File: config.mk
export PLATFORM = sky130hd
export DESIGN_NAME = uart_tx_flat
export DESIGN_NICKNAME = d
export VERILOG_FILES = /design/src/rtl/uart_tx_pkg.sv /design/src/rtl/uart_tx_if.sv /design/src/rtl/tx_serializer.sv /design/src/rtl/uart_tx.sv /design/src/flat_wrapper.sv
export SDC_FILE = /design/constraint.sdc
export NUM_CORES = 1
export LEC_CHECK = 0
export ABC_AREA = 1
export CORE_MARGIN = 2
export CORE_UTILIZATION = 55
export CTS_CLUSTER_SIZE = 20
export DETAILED_ROUTE_END_ITERATION = 8
export GPL_ROUTABILITY_DRIVEN = 0
export GPL_TIMING_DRIVEN = 0
export PLACE_DENSITY = 0.83
export SYNTH_ARGS = -nofsm -noshare
export SYNTH_HDL_FRONTEND = slang
export SYNTH_SLANG_ARGS = --single-unit
File: constraint.sdc
create_clock -name clk -period 2.13 [get_ports clk]
set_clock_uncertainty 0.2 [all_clocks]
set_input_delay 0.213 -clock clk [delete_from_list [all_inputs] [get_ports clk]]
set_output_delay 0.213 -clock clk [all_outputs]
set_load 0.1 [all_outputs]
File: src/rtl/uart_tx_pkg.sv
// Shared types and default constants for the UART transmitter.
package uart_tx_pkg;

  localparam int unsigned DATA_WIDTH   = 8;
  localparam int unsigned CLKS_PER_BIT = 8;

  typedef enum logic [2:0] {
    StIdle,
    StStart,
    StData,
    StParity,
    StStop
  } state_e;

endpackage

File: src/rtl/uart_tx_if.sv
// Parallel request side and serial/status outputs of the UART transmitter.
interface uart_tx_if #(
  parameter int unsigned DATA_WIDTH = uart_tx_pkg::DATA_WIDTH
);

  logic [DATA_WIDTH-1:0] p_data;
  logic                  data_valid;
  logic                  par_en;
  logic                  par_typ;
  logic                  tx_out;
  logic                  busy;

  modport master (
    output p_data, data_valid, par_en, par_typ,
    input  tx_out, busy
  );

  modport slave (
    input  p_data, data_valid, par_en, par_typ,
    output tx_out, busy
  );

endinterface

File: src/rtl/tx_serializer.sv
// LSB-first shift register with a bit index that stops at the last data bit.
module tx_serializer #(
  parameter int unsigned DATA_WIDTH = uart_tx_pkg::DATA_WIDTH
) (
  input  logic                  clk,
  input  logic                  rst,
  input  logic                  load_i,
  input  logic                  shift_i,
  input  logic [DATA_WIDTH-1:0] data_i,
  output logic                  next_bit_o,
  output logic                  done_o
);

  localparam int unsigned IdxW = (DATA_WIDTH > 1) ? $clog2(DATA_WIDTH) : 1;

  logic [DATA_WIDTH-1:0] shift_q, shift_d;
  logic [IdxW-1:0]       idx_q, idx_d;

  assign done_o = (idx_q == IdxW'(DATA_WIDTH - 1));

  always_comb begin
    shift_d = shift_q;
    idx_d   = idx_q;
    if (load_i) begin
      shift_d = data_i;
      idx_d   = '0;
    end else if (shift_i && !done_o) begin
      shift_d = shift_q >> 1;
      idx_d   = idx_q + IdxW'(1);
    end
  end

  // Bit that will be on the line after this edge; lets tx_out stay registered.
  assign next_bit_o = shift_d[0];

  always_ff @(posedge clk) begin
    if (rst) begin
      shift_q <= '0;
      idx_q   <= '0;
    end else begin
      shift_q <= shift_d;
      idx_q   <= idx_d;
    end
  end

endmodule

File: src/rtl/uart_tx.sv
// UART transmitter: start bit, LSB-first data, optional parity, stop bit.
module uart_tx #(
  parameter int unsigned DATA_WIDTH   = uart_tx_pkg::DATA_WIDTH,
  parameter int unsigned CLKS_PER_BIT = uart_tx_pkg::CLKS_PER_BIT
) (
  input logic      clk,
  input logic      rst,
  uart_tx_if.slave bus
);

  import uart_tx_pkg::*;

  state_e     state_q, state_d;
  logic [7:0] cnt_q, cnt_d;
  logic       par_en_q, par_en_d;
  logic       par_bit_q, par_bit_d;
  logic       tx_q, tx_d;
  logic       busy_q, busy_d;
  logic       bit_end;
  logic       load, shift;
  logic       ser_next_bit, ser_done;

  assign bit_end = (cnt_q == 8'(CLKS_PER_BIT - 1));

  tx_serializer #(
    .DATA_WIDTH(DATA_WIDTH)
  ) u_serializer (
    .clk       (clk),
    .rst       (rst),
    .load_i    (load),
    .shift_i   (shift),
    .data_i    (bus.p_data),
    .next_bit_o(ser_next_bit),
    .done_o    (ser_done)
  );

  always_comb begin
    state_d   = state_q;
    cnt_d     = bit_end ? 8'd0 : cnt_q + 8'd1;
    par_en_d  = par_en_q;
    par_bit_d = par_bit_q;
    load      = 1'b0;
    shift     = 1'b0;

    unique case (state_q)
      StIdle: begin
        cnt_d = 8'd0;
        if (bus.data_valid) begin
          state_d   = StStart;
          load      = 1'b1;
          par_en_d  = bus.par_en;
          par_bit_d = (^bus.p_data) ^ bus.par_typ;
        end
      end
      StStart: if (bit_end) state_d = StData;
      StData: begin
        if (bit_end) begin
          if (ser_done) state_d = par_en_q ? StParity : StStop;
          else          shift   = 1'b1;
        end
      end
      StParity: if (bit_end) state_d = StStop;
      StStop:   if (bit_end) state_d = StIdle;
      default:  state_d = StIdle;
    endcase

    // Outputs are decoded from the next state so they change on the same edge.
    busy_d = (state_d != StIdle);
    tx_d   = 1'b1;
    case (state_d)
      StStart:  tx_d = 1'b0;
      StData:   tx_d = ser_next_bit;
      StParity: tx_d = par_bit_q;
      default:  tx_d = 1'b1;
    endcase
  end

  always_ff @(posedge clk) begin
    if (rst) begin
      state_q   <= StIdle;
      cnt_q     <= 8'd0;
      par_en_q  <= 1'b0;
      par_bit_q <= 1'b0;
      tx_q      <= 1'b1;
      busy_q    <= 1'b0;
    end else begin
      state_q   <= state_d;
      cnt_q     <= cnt_d;
      par_en_q  <= par_en_d;
      par_bit_q <= par_bit_d;
      tx_q      <= tx_d;
      busy_q    <= busy_d;
    end
  end

  assign bus.tx_out = tx_q;
  assign bus.busy   = busy_q;

endmodule

File: src/flat_wrapper.sv
// flat-port wrapper written by rule: the top's interface ports become plain ports
module uart_tx_flat import uart_tx_pkg::*;
#(
  parameter int unsigned DATA_WIDTH   = uart_tx_pkg::DATA_WIDTH,
  parameter int unsigned CLKS_PER_BIT = uart_tx_pkg::CLKS_PER_BIT
)
  (clk, rst, bus_p_data, bus_data_valid, bus_par_en, bus_par_typ, bus_tx_out, bus_busy);
  uart_tx_if #(.DATA_WIDTH(DATA_WIDTH)) bus_i ();
  input logic clk;
  input logic rst;
  input wire logic [$bits(bus_i.p_data)-1:0] bus_p_data;
  input wire logic [$bits(bus_i.data_valid)-1:0] bus_data_valid;
  input wire logic [$bits(bus_i.par_en)-1:0] bus_par_en;
  input wire logic [$bits(bus_i.par_typ)-1:0] bus_par_typ;
  output wire logic [$bits(bus_i.tx_out)-1:0] bus_tx_out;
  output wire logic [$bits(bus_i.busy)-1:0] bus_busy;
  assign bus_i.p_data = bus_p_data;
  assign bus_i.data_valid = bus_data_valid;
  assign bus_i.par_en = bus_par_en;
  assign bus_i.par_typ = bus_par_typ;
  assign bus_tx_out = bus_i.tx_out;
  assign bus_busy = bus_i.busy;
  uart_tx #(.DATA_WIDTH(DATA_WIDTH), .CLKS_PER_BIT(CLKS_PER_BIT)) u_core (.clk(clk), .rst(rst), .bus(bus_i));
endmodule
==> metrics, run 1 <==
clk_lat worst skew about 0.32 ns; Final HPWL DP 2.05 mm; die width roughly 54 um; CTS Hold Bufs 0; count leader, synth nand2_1; Syn-to-layout area delta 15.4%; DIE AREA 2920 um^2; CTS buffer count 3; largest net degree at the start of global routing 15; CP endpoint kind output port; fin util between 60 and 70%; Synth Warn # 0; Post-synth top flop dfxtp_1; Initial Util between 50% and 60%; Fin. Hold Viols 0; CP required 1.72 ns; Fillers 234; Min Hold Slack between 0.2 and 0.25 ns; Mapped Nets slightly below 200; final worst path period share approximately 89%; post-synth top area cell dfxtp_1; CP Class register to output port; HP Class input port to register; share of post-route cells with drive strength above 1 ~14%; htree depth 1; Max Clock Freq 527 MHz; CTS tree yes; clock sink count 26; Yosys reg bits 26; 1st-iter DRT viols 10; Max Cap Viol 0; Synth area leaders dfxtp_1 (38%), nand2_1 (9.0%), inv_1 (5.7%); Residual DRC 0; Synth Cell Area 1380 um^2; worst-path fanout max 1; number of global-route vias before repair around 1100; Fin Setup TNS 0 ns; via/cell ratio between 5 and 6; Buf+Inv Stages, Crit Path 1; Worst Max-Slew Pin Slew about 0.95 ns; slowest stage cell, crit path dlygate4sd2_1; CTS Root Cell clkbuf_4; I/O pin total 15; Routed Antenna Nets 0; Distinct cells, synth 28; Synth Area per Inst between 7 and 8 um^2; most frequent cells after synthesis nand2_1 (33), dfxtp_1 (26), inv_1 (21); Max-slew headroom 37.0%; Async S/R FF share, synth 0%; register area about 520 um^2; Max VDD drop about 0.47 mV; Total Power approximately 900 uW; synthesized instance count between 150 and 200; Avg WL per Cell ~11 um; first-pass GRT wire length ~4.4 mm; delay-heaviest family, CP buffers and inverters; Finish-stage setup viols 0; cell leakage power approximately 0.69 nW; global route overflow 0; GRT Total Usage around a fifth; Vias around 1200; row count 18; CTS clock-pin slew for the worst setup and hold paths about 0.14 ns; Critical Path Start Type register; Yosys top cell area share ~38%; register area share after synthesis a little under two fifths; Max Slew Vio Count 0; Core Footprint between 2000 and 2500 um^2; antenna cell count 0; status finished clean; fin crit period between 1.5 and 2 ns; antenna violations before repair 0; Critical Path Max Stage Delay about 0.84 ns; Critical Path, Cell by Cell dlygate4sd2_1; clock buffer depth 2; Pwr per Cell Area 573 nW/um^2; DR pass1 iterations 4; Post-synth EDFFs 0; Die Y 54.0 um; drt total wl around 2.6 mm; Port Buffers 14; multi-input logic area between 700 and 800 um^2; WP data arrival about 1.5 ns; Nets ~220; R2R Setup Slk roughly 0.30 ns; RSZ-0062 raised after global routing no
[layer usage]
metal | vias up | track usage [%] | part of all wire, %
met1 | 544 | 25.4 | 45
met3 | 5 | 4.17 | 3.6
li1 | 626 | - | -
met4 | 0 | 5.00 | 0.88
met2 | 26 | 36.8 | 50
met5 | - | 0 | 0
[cells by family after synthesis]
group / count (synthesis) / share of synthesized area, %
simple gates: 86 / 33.5
compound gates: 29 / 11.4
buf+inv: 26 / 7.64
flops: 26 / 37.8
xor+xnor: 11 / 7.00
fa+ha+maj: 3 / 2.73
[metrics by stage]
stage | std cells | setup slack [ns] | instance area (um^2)
floorplan | 181 | 0.488 | 1380
global placement | 225 | 0.311 | 1550
detailed placement | 225 | 0.309 | 1550
CTS | 229 | 0.217 | 1590
global route | 229 | 0.157 | 1590
finish | 229 | 0.232 | 1590
[registers in the layout, indices dropped and copies added, names as in the netlist]
name and count:
u_core.cnt_q 8, u_core.u_serializer.shift_q 8, u_core.state_q 3, u_core.u_serializer.idx_q 3, u_core.bus.busy 1, u_core.bus.tx_out 1, u_core.par_bit_q 1, u_core.par_en_q 1
[layout by cell type, fill, tap and decap left out, types with 2 or more instances in the layout]
cell             instances
nand2_1                 33
dfxtp_1                 26
inv_1                   21
nor2_1                  20
clkdlybuf4s50_1         12
o21ai_0                 11
nand3_1                  9
a21oi_1                  9
xor2_1                   7
nor2_2                   5
inv_2                    4
xnor2_1                  4
o21ai_1                  4
nand2_2                  3
a31oi_1                  3
nand4_1                  3
ha_1                     3
clkbuf_4                 3
nand3_4                  2
nand2_4                  2
nand3_2                  2
nor3b_1                  2
dlygate4sd2_1            2
[final cells by class]
cell class / count / area share [%]
clock buffers: 4 / 2.29
repair buffers: 14 / 8.67
multi-input cells: 129 / 47.3
flip-flops and latches: 26 / 32.8
well taps: 30 / 2.36
plain buffers: 1 / 0.709
inverters: 25 / 5.91
[power breakdown]
part	leakage (nW)	internal, mW	switching, mW
Combinational	0.459	0.0611	0.0913
Sequential	0.212	0.505	0.00742
Clock	0.0210	0.104	0.141
[final timing paths]
check | to | depth (start not counted) | startpoint
worst min-delay path | u_core.par_en_q | 3 | bus_par_en
worst min register to register | u_core.cnt_q[0] | 1 | u_core.cnt_q[0]
worst max register to register | u_core.bus.tx_out | 11 | u_core.u_serializer.idx_q[0]
worst max-delay path | bus_busy | 1 | u_core.bus.busy
[repair_timing]
action                     CTS  global route
setup endpoints to repair    2             0
buffers inserted             0             0
resized for setup            2             0
Note: power is estimated with default switching activity, not from simulation.
==> run 2: changes to the inputs <==
--- a/config.mk
+++ b/config.mk
@@ -6,13 +6,15 @@
 export NUM_CORES = 1
 export LEC_CHECK = 0
 export ABC_AREA = 1
+export CELL_PAD_IN_SITES_DETAIL_PLACEMENT = 1
+export CELL_PAD_IN_SITES_GLOBAL_PLACEMENT = 1
 export CORE_MARGIN = 2
-export CORE_UTILIZATION = 55
+export CORE_UTILIZATION = 40
 export CTS_CLUSTER_SIZE = 20
 export DETAILED_ROUTE_END_ITERATION = 8
 export GPL_ROUTABILITY_DRIVEN = 0
 export GPL_TIMING_DRIVEN = 0
-export PLACE_DENSITY = 0.83
+export PLACE_DENSITY = 0.82
 export SYNTH_ARGS = -nofsm -noshare
 export SYNTH_HDL_FRONTEND = slang
 export SYNTH_SLANG_ARGS = --single-unit
==> run 2 against run 1 <==
  * Total power grew 2.1%
  * Die area increased by 35%
  * Sequential share of layout area is 0.41 points lower
  * Sequential power hardly changed
  * Maximum frequency down 2.4%
  * Worst hold slack better by 0.026 ns
  * Combinational power hardly changed
  * Critical endpoint unchanged
  * Largest power group unchanged
  * Highest routed layer unchanged
==> metrics, run 2 (synthesized netlist as in run 1, its figures left out) <==
status finished clean (unchanged); Critical Path, Cell by Cell dlygate4sd2_1 (unchanged); CTS buffer count 3 (unchanged); Routed Antenna Nets 0 (unchanged); fin util 48.6% (was 65.3%); GRT Total Usage 16.5% (was 20.7%); Max Cap Viol 0 (unchanged); Worst Max-Slew Pin Slew 0.961 ns (was 0.949 ns); Initial Util 41.6% (was 56.6%); Fin Setup TNS 0 ns (unchanged); Port Buffers 14 (unchanged); Finish-stage setup viols 0 (unchanged); Final HPWL DP 2.49 mm (was 2.05 mm); CP endpoint kind output port (unchanged); Nets 216 (unchanged); Post-CTS Setup Bufs 0 (unchanged); CTS Hold Bufs 0 (unchanged); 1st-iter DRT viols 37 (was 10); WP data arrival 1.53 ns (was 1.48 ns); most frequent cells in the layout nand2_1 (33), dfxtp_1 (26), inv_1 (21) (unchanged); switching part of the total 27.8% (was 26.3%); power share of the combinational group 16.6% (was 16.7%); Buf+Inv Stages, Crit Path 1 (unchanged); antenna cell count 0 (unchanged); share of post-route cells with drive strength above 1 13.6% (unchanged); CTS tree yes (unchanged); slowest stage cell, crit path dlygate4sd2_1 (unchanged); clock buffer depth 2 (unchanged); Fin. Hold Viols 0 (unchanged); Max-slew headroom 36.2% (was 37.0%); dpl cells 241 (was 225); CP required 1.72 ns (about the same); Die Y 62.7 um (was 54.0 um); final worst path period share 91.3% (was 89.1%); internal power 671 uW (was 670 uW); Vias 1213 (was 1201); I/O pin total 15 (unchanged); Critical Path Max Stage Delay 0.85 ns (was 0.84 ns); drt total wl 3.03 mm (was 2.60 mm); first-pass GRT wire length 5.15 mm (was 4.44 mm); delay-heaviest family, CP buffers and inverters (unchanged); global route overflow 0 (unchanged); Critical Path Start Type register (unchanged); via/cell ratio 4.95 (was 5.24); Max Clock Freq 514 MHz (was 527 MHz); htree depth 1 (unchanged); CP Class register to output port (unchanged); Total Power 929 uW (was 910 uW); Avg WL per Cell 12.4 um (was 11.3 um); RSZ-0062 raised after global routing no (unchanged); Finished Layout Cells 245 (was 229); Max VDD drop 0.260 mV (was 0.470 mV); fin crit period 1.94 ns (was 1.90 ns); cell leakage power 0.692 nW (unchanged); largest net degree at the start of global routing 15 (unchanged); Residual DRC 0 (unchanged); most common cell after layout, fill and taps aside nand2_1 (unchanged); Core Footprint 3310 um^2 (was 2430 um^2); clk_lat worst skew 0.33 ns (was 0.32 ns); row count 21 (was 18); CTS Root Cell clkbuf_4 (unchanged); antenna violations before repair 0 (unchanged); switching pwr 259 uW (was 240 uW); HP Class register to register (was input port to register); Largest regs u_core.cnt_q: 8 flops, u_core.u_serializer.shift_q: 8 flops (unchanged); Pwr per Cell Area 578 nW/um^2 (was 573 nW/um^2); worst-path fanout max 1 (unchanged); die width 62.7 um (was 54.0 um); CTS clock-pin slew for the worst setup and hold paths 0.15 ns (was 0.14 ns); number of global-route vias before repair 1193 (was 1120); Syn-to-layout area delta 16.8% (was 15.4%); DR pass1 iterations 4 (unchanged); sequential power share 55.2% (was 56.3%); clock sink count 26 (unchanged); Min Hold Slack 0.258 ns (was 0.231 ns); Clock power frac 28.2% (was 27.0%); Max Slew Vio Count 0 (unchanged); DIE AREA 3930 um^2 (was 2920 um^2)
## run 2: cell counts in the layout (fill, tap and decap cells not counted)
Identical to the previous run, type by type.
## run 2: layer usage
metal / share of wire, % / GRT usage [%] / up-vias
li1: - / - / 616
met1: 43 / 18.3 / 568
met4: 2.0 / 7.50 / 0
met5: 0 / 0 / -
met3: 3.1 / 1.80 / 5
met2: 52 / 31.5 / 24
## run 2: what timing repair did
item | in CTS | in global routing
hold endpoints to repair | 0 | 0
resized for setup | 2 | 0
endpoints found under the setup margin | 2 | 0
## run 2: final timing paths
path / from / to / slack [ns] / depth (start not counted)
max reg2reg: u_core.u_serializer.idx_q[0] / u_core.bus.tx_out / 0.28 / 11
min reg2reg: u_core.u_serializer.shift_q[3] / u_core.u_serializer.shift_q[3] / 0.26 / 2
min: u_core.u_serializer.shift_q[3] / u_core.u_serializer.shift_q[3] / 0.26 / 2
max: u_core.bus.busy / bus_busy / 0.19 / 1
## run 2: through the flow
| step | setup WS, ns | area, um^2 |
|---|---|---|
| 4_1_cts | 0.170 | 1610 |
| 5_1_grt | 0.0591 | 1610 |
| 3_5_place_dp | 0.259 | 1570 |
| 3_3_place_gp | 0.295 | 1570 |
| 6_report | 0.186 | 1610 |
| 2_1_floorplan | 0.488 | 1380 |
## run 2: layout make-up
cell class                 count  area (um^2)
buffer                         1         11.3
inverter                      25         93.8
timing repair buffer          14          138
clock buffer                   4         36.3
tap                           46         57.6
multi-input combinational    129          751
sequential                    26          520
fill                         442         1700
## run 2: power by group through the flow
| stage | Combinational [mW] | Sequential [mW] | Clock (mW) |
|---|---|---|---|
| after floorplan | 0.0850 | 0.540 | 0 |
| after CTS | 0.158 | 0.513 | 0.267 |
| after detailed placement | 0.159 | 0.524 | 0 |
| after global placement | 0.152 | 0.523 | 0 |
| after global routing | 0.173 | 0.515 | 0.290 |
| final | 0.155 | 0.513 | 0.262 |
==> variant, RTL diff (flow settings as in run 2) <==
Reset style: asynchronous (`rst`), changed in 2 clocked blocks.
--- a/src/rtl/tx_serializer.sv
+++ b/src/rtl/tx_serializer.sv
@@ -34,5 +34,5 @@
   assign next_bit_o = shift_d[0];
 
-  always_ff @(posedge clk) begin
+  always_ff @(posedge clk or posedge rst) begin
     if (rst) begin
       shift_q <= '0;
--- a/src/rtl/uart_tx.sv
+++ b/src/rtl/uart_tx.sv
@@ -76,5 +76,5 @@
   end
 
-  always_ff @(posedge clk) begin
+  always_ff @(posedge clk or posedge rst) begin
     if (rst) begin
       state_q   <= StIdle;
Function: differs if rst is asserted again (counterexample within 4 cycles, from zero or initial values and one cycle with rst high); with rst held inactive, the same outputs for 10 cycles.
==> variant against run 2 <==
  * Hold slack lost 0.063 ns
  * Cell area grew 4.6%
  * Synthesized area grew 4.5%
  * Sequential cell count is the same
  * Via count shrank 3.8%
  * Setup slack gained 0.028 ns
  * Routed wire length grew 1.1%
  * Utilization grew 1.0 points
  * Critical path type unchanged
Power is not compared: it rests on default switching activity, and its combinational part moved more than twofold at a synthesized area within 25%.
==> variant: results (changes against run 2) <==
status complete, no violations; setup bufs post-CTS 0 (unchanged); Fillers 411 (-7.0%); Peak VDD IR about 0.36 mV; # port buffers 14 (unchanged); wire length per cell 13.0 um (+5.4%); diodes inserted 0 (unchanged); TritonCTS buffer count 3 (unchanged); Mapped Nets 187 (-5.1%); fraction of registers with async set or reset after synthesis 100% (+100 points); hpwl dp 2480 um (-0.48%); most frequent cells after synthesis 39 x nand2_1, 25 x dfrtp_1, 24 x inv_1; Global Route Usage Sum 17.2% (+0.70 points); clk slew on worst S/H paths 0.15 ns (about the same); first-pass GRT wire length 5550 um (+7.6%); CP Max Fanout 1 (unchanged); Slew Viols, Final 0 (unchanged); Critical R2R Capture u_core.u_serializer.shift_q[4]$_DFFE_PP0P_; pre-CTS WS 0.106 ns (-0.154 ns); CTS Buffer Depth 2 (unchanged); dpl cells 231 (-4.1%); Min-Delay Path Class primary input to async pin; delay-heaviest family, CP buffers and inverters; biggest regs u_core.cnt_q (8), u_core.u_serializer.shift_q (8); crit path max-delay cell type dlygate4sd2_1; Tightest Pin Transition 0.977 ns (+0.0158 ns); placed inst area 0.00164 mm2 (+3.9%); Gate Count Post-Synth 171 (-5.5%); initial antenna violation count 0 (unchanged); leakage power 0.821 nW; vias in the first global route 1,249 (+4.7%); Worst Reg-to-Reg Cells 6 (-5); post-synthesis sequential area ratio 45.3% (+7.5 points); register-to-register setup slack ~0.29 ns; CP max stage delay approximately 0.84 ns; share of cells above drive strength 1 14.8% (+1.2 points); CTS root buffer clkbuf_4; Synth Warn # 0 (unchanged); Arrival @ worst endpoint 1.50 ns (-0.03 ns); Layout Nets 206 (-4.6%); pin count of the biggest net entering global routing 27 (+12); router iterations before antenna repair 4 (unchanged); H-tree depth 1 (unchanged); top cells by area, synth dfrtp_1 44%, nand2_1 10%, inv_1 6.3%, nand3_1 4.2%, o221ai_1 3.7%; Clock Latency Late Sink 0.32 ns; Yosys cell types 29 (+3.6%); Routed WL 3060 um (+1.1%); r2r startpoint u_core.u_serializer.idx_q[0]$_DFFE_PP0P_; DRT iter0 DRCs 26 (-30%); DR vias/cell 4.97 (+0.30%)
-- variant: cell types whose count changed after synthesis, sizes merged, moves of 2 or more --
cell           run 2  this run
dfxtp             26         0
dfrtp              0        25
nor2              27        17
o21ai             16         6
nand2             38        47
o221ai             0         6
inv               25        29
xor2               7         3
a21oi              9         6
a31oi              3         0
nand4              3         1
-- variant: kinds of logic (layout without fill, tap and decap cells) --
logic type | Yosys count | in the layout | synth area share, %
buf+inv | 29 | 47 | 7.57
simple gates | 88 | 88 | 32.2
compound gates | 19 | 19 | 8.62
xor+xnor | 6 | 6 | 3.66
fa+ha+maj | 3 | 3 | 2.61
flops | 26 | 26 | 45.3
-- variant: stage by stage --
| step | util (%) | hold slack (ns) |
|---|---|---|
| 2_1_floorplan | - | 0.0523 |
| 3_3_place_gp | 48.2 | 0.246 |
| 3_5_place_dp | 48.2 | 0.273 |
| 4_1_cts | 49.7 | 0.217 |
| 5_1_grt | 49.6 | 0.204 |
| 6_report | 49.6 | 0.195 |
-- variant: timing repair --
action / CTS / global route
pin swaps: 0 / 0
setup endpoints to repair: 2 / 1
gates resized for setup: 2 / 2
-- variant: routing by layer --
| layer | GRT usage, % | wire, um | vias up |
|---|---|---|---|
| li1 | - | - | 582 |
| met1 | 20.5 | 1290 | 563 |
| met2 | 31.9 | 1680 | 18 |
| met3 | 1.23 | 52 | 4 |
| met4 | 7.07 | 44 | 0 |
| met5 | 0 | 0 | - |
-- variant: how the worst max path moves through the flow --
| stage | slack (ns) | from | to |
|---|---|---|---|
| floorplan | 0.50 | u_core.u_serializer.idx_q[0]$_DFFE_PP0P_ | u_core.bus.tx_out$_DFF_PP1_ |
| global placement | 0.10 | u_core.bus.tx_out$_DFF_PP1_ | bus_tx_out |
| detailed placement | 0.11 | u_core.bus.tx_out$_DFF_PP1_ | bus_tx_out |
| CTS | 0.009 | u_core.bus.tx_out$_DFF_PP1_ | bus_tx_out |
| global route | 0.13 | u_core.u_serializer.idx_q[0]$_DFFE_PP0P_ | u_core.bus.tx_out$_DFF_PP1_ |
| finish | 0.21 | u_core.bus.busy$_DFF_PP0_ | bus_busy |
-- variant: layout make-up --
type                       instances  area [um2]  share of cell area (%)
multi-input combinational        116         677                    40.3
sequential                        26         652                    38.8
timing repair buffer              14         134                    7.96
inverter                          29         109                    6.47
tap                               46        57.6                    3.42
clock inverter                     1        30.0                    1.79
clock buffer                       3        22.5                    1.34
-- variant: power breakdown --
part / switching [mW] / total (mW) / internal (mW)
clock network: 0.150 / 0.340 / 0.190
registers: 0.124 / 0.817 / 0.693
logic: 0.647 / 0.966 / 0.319
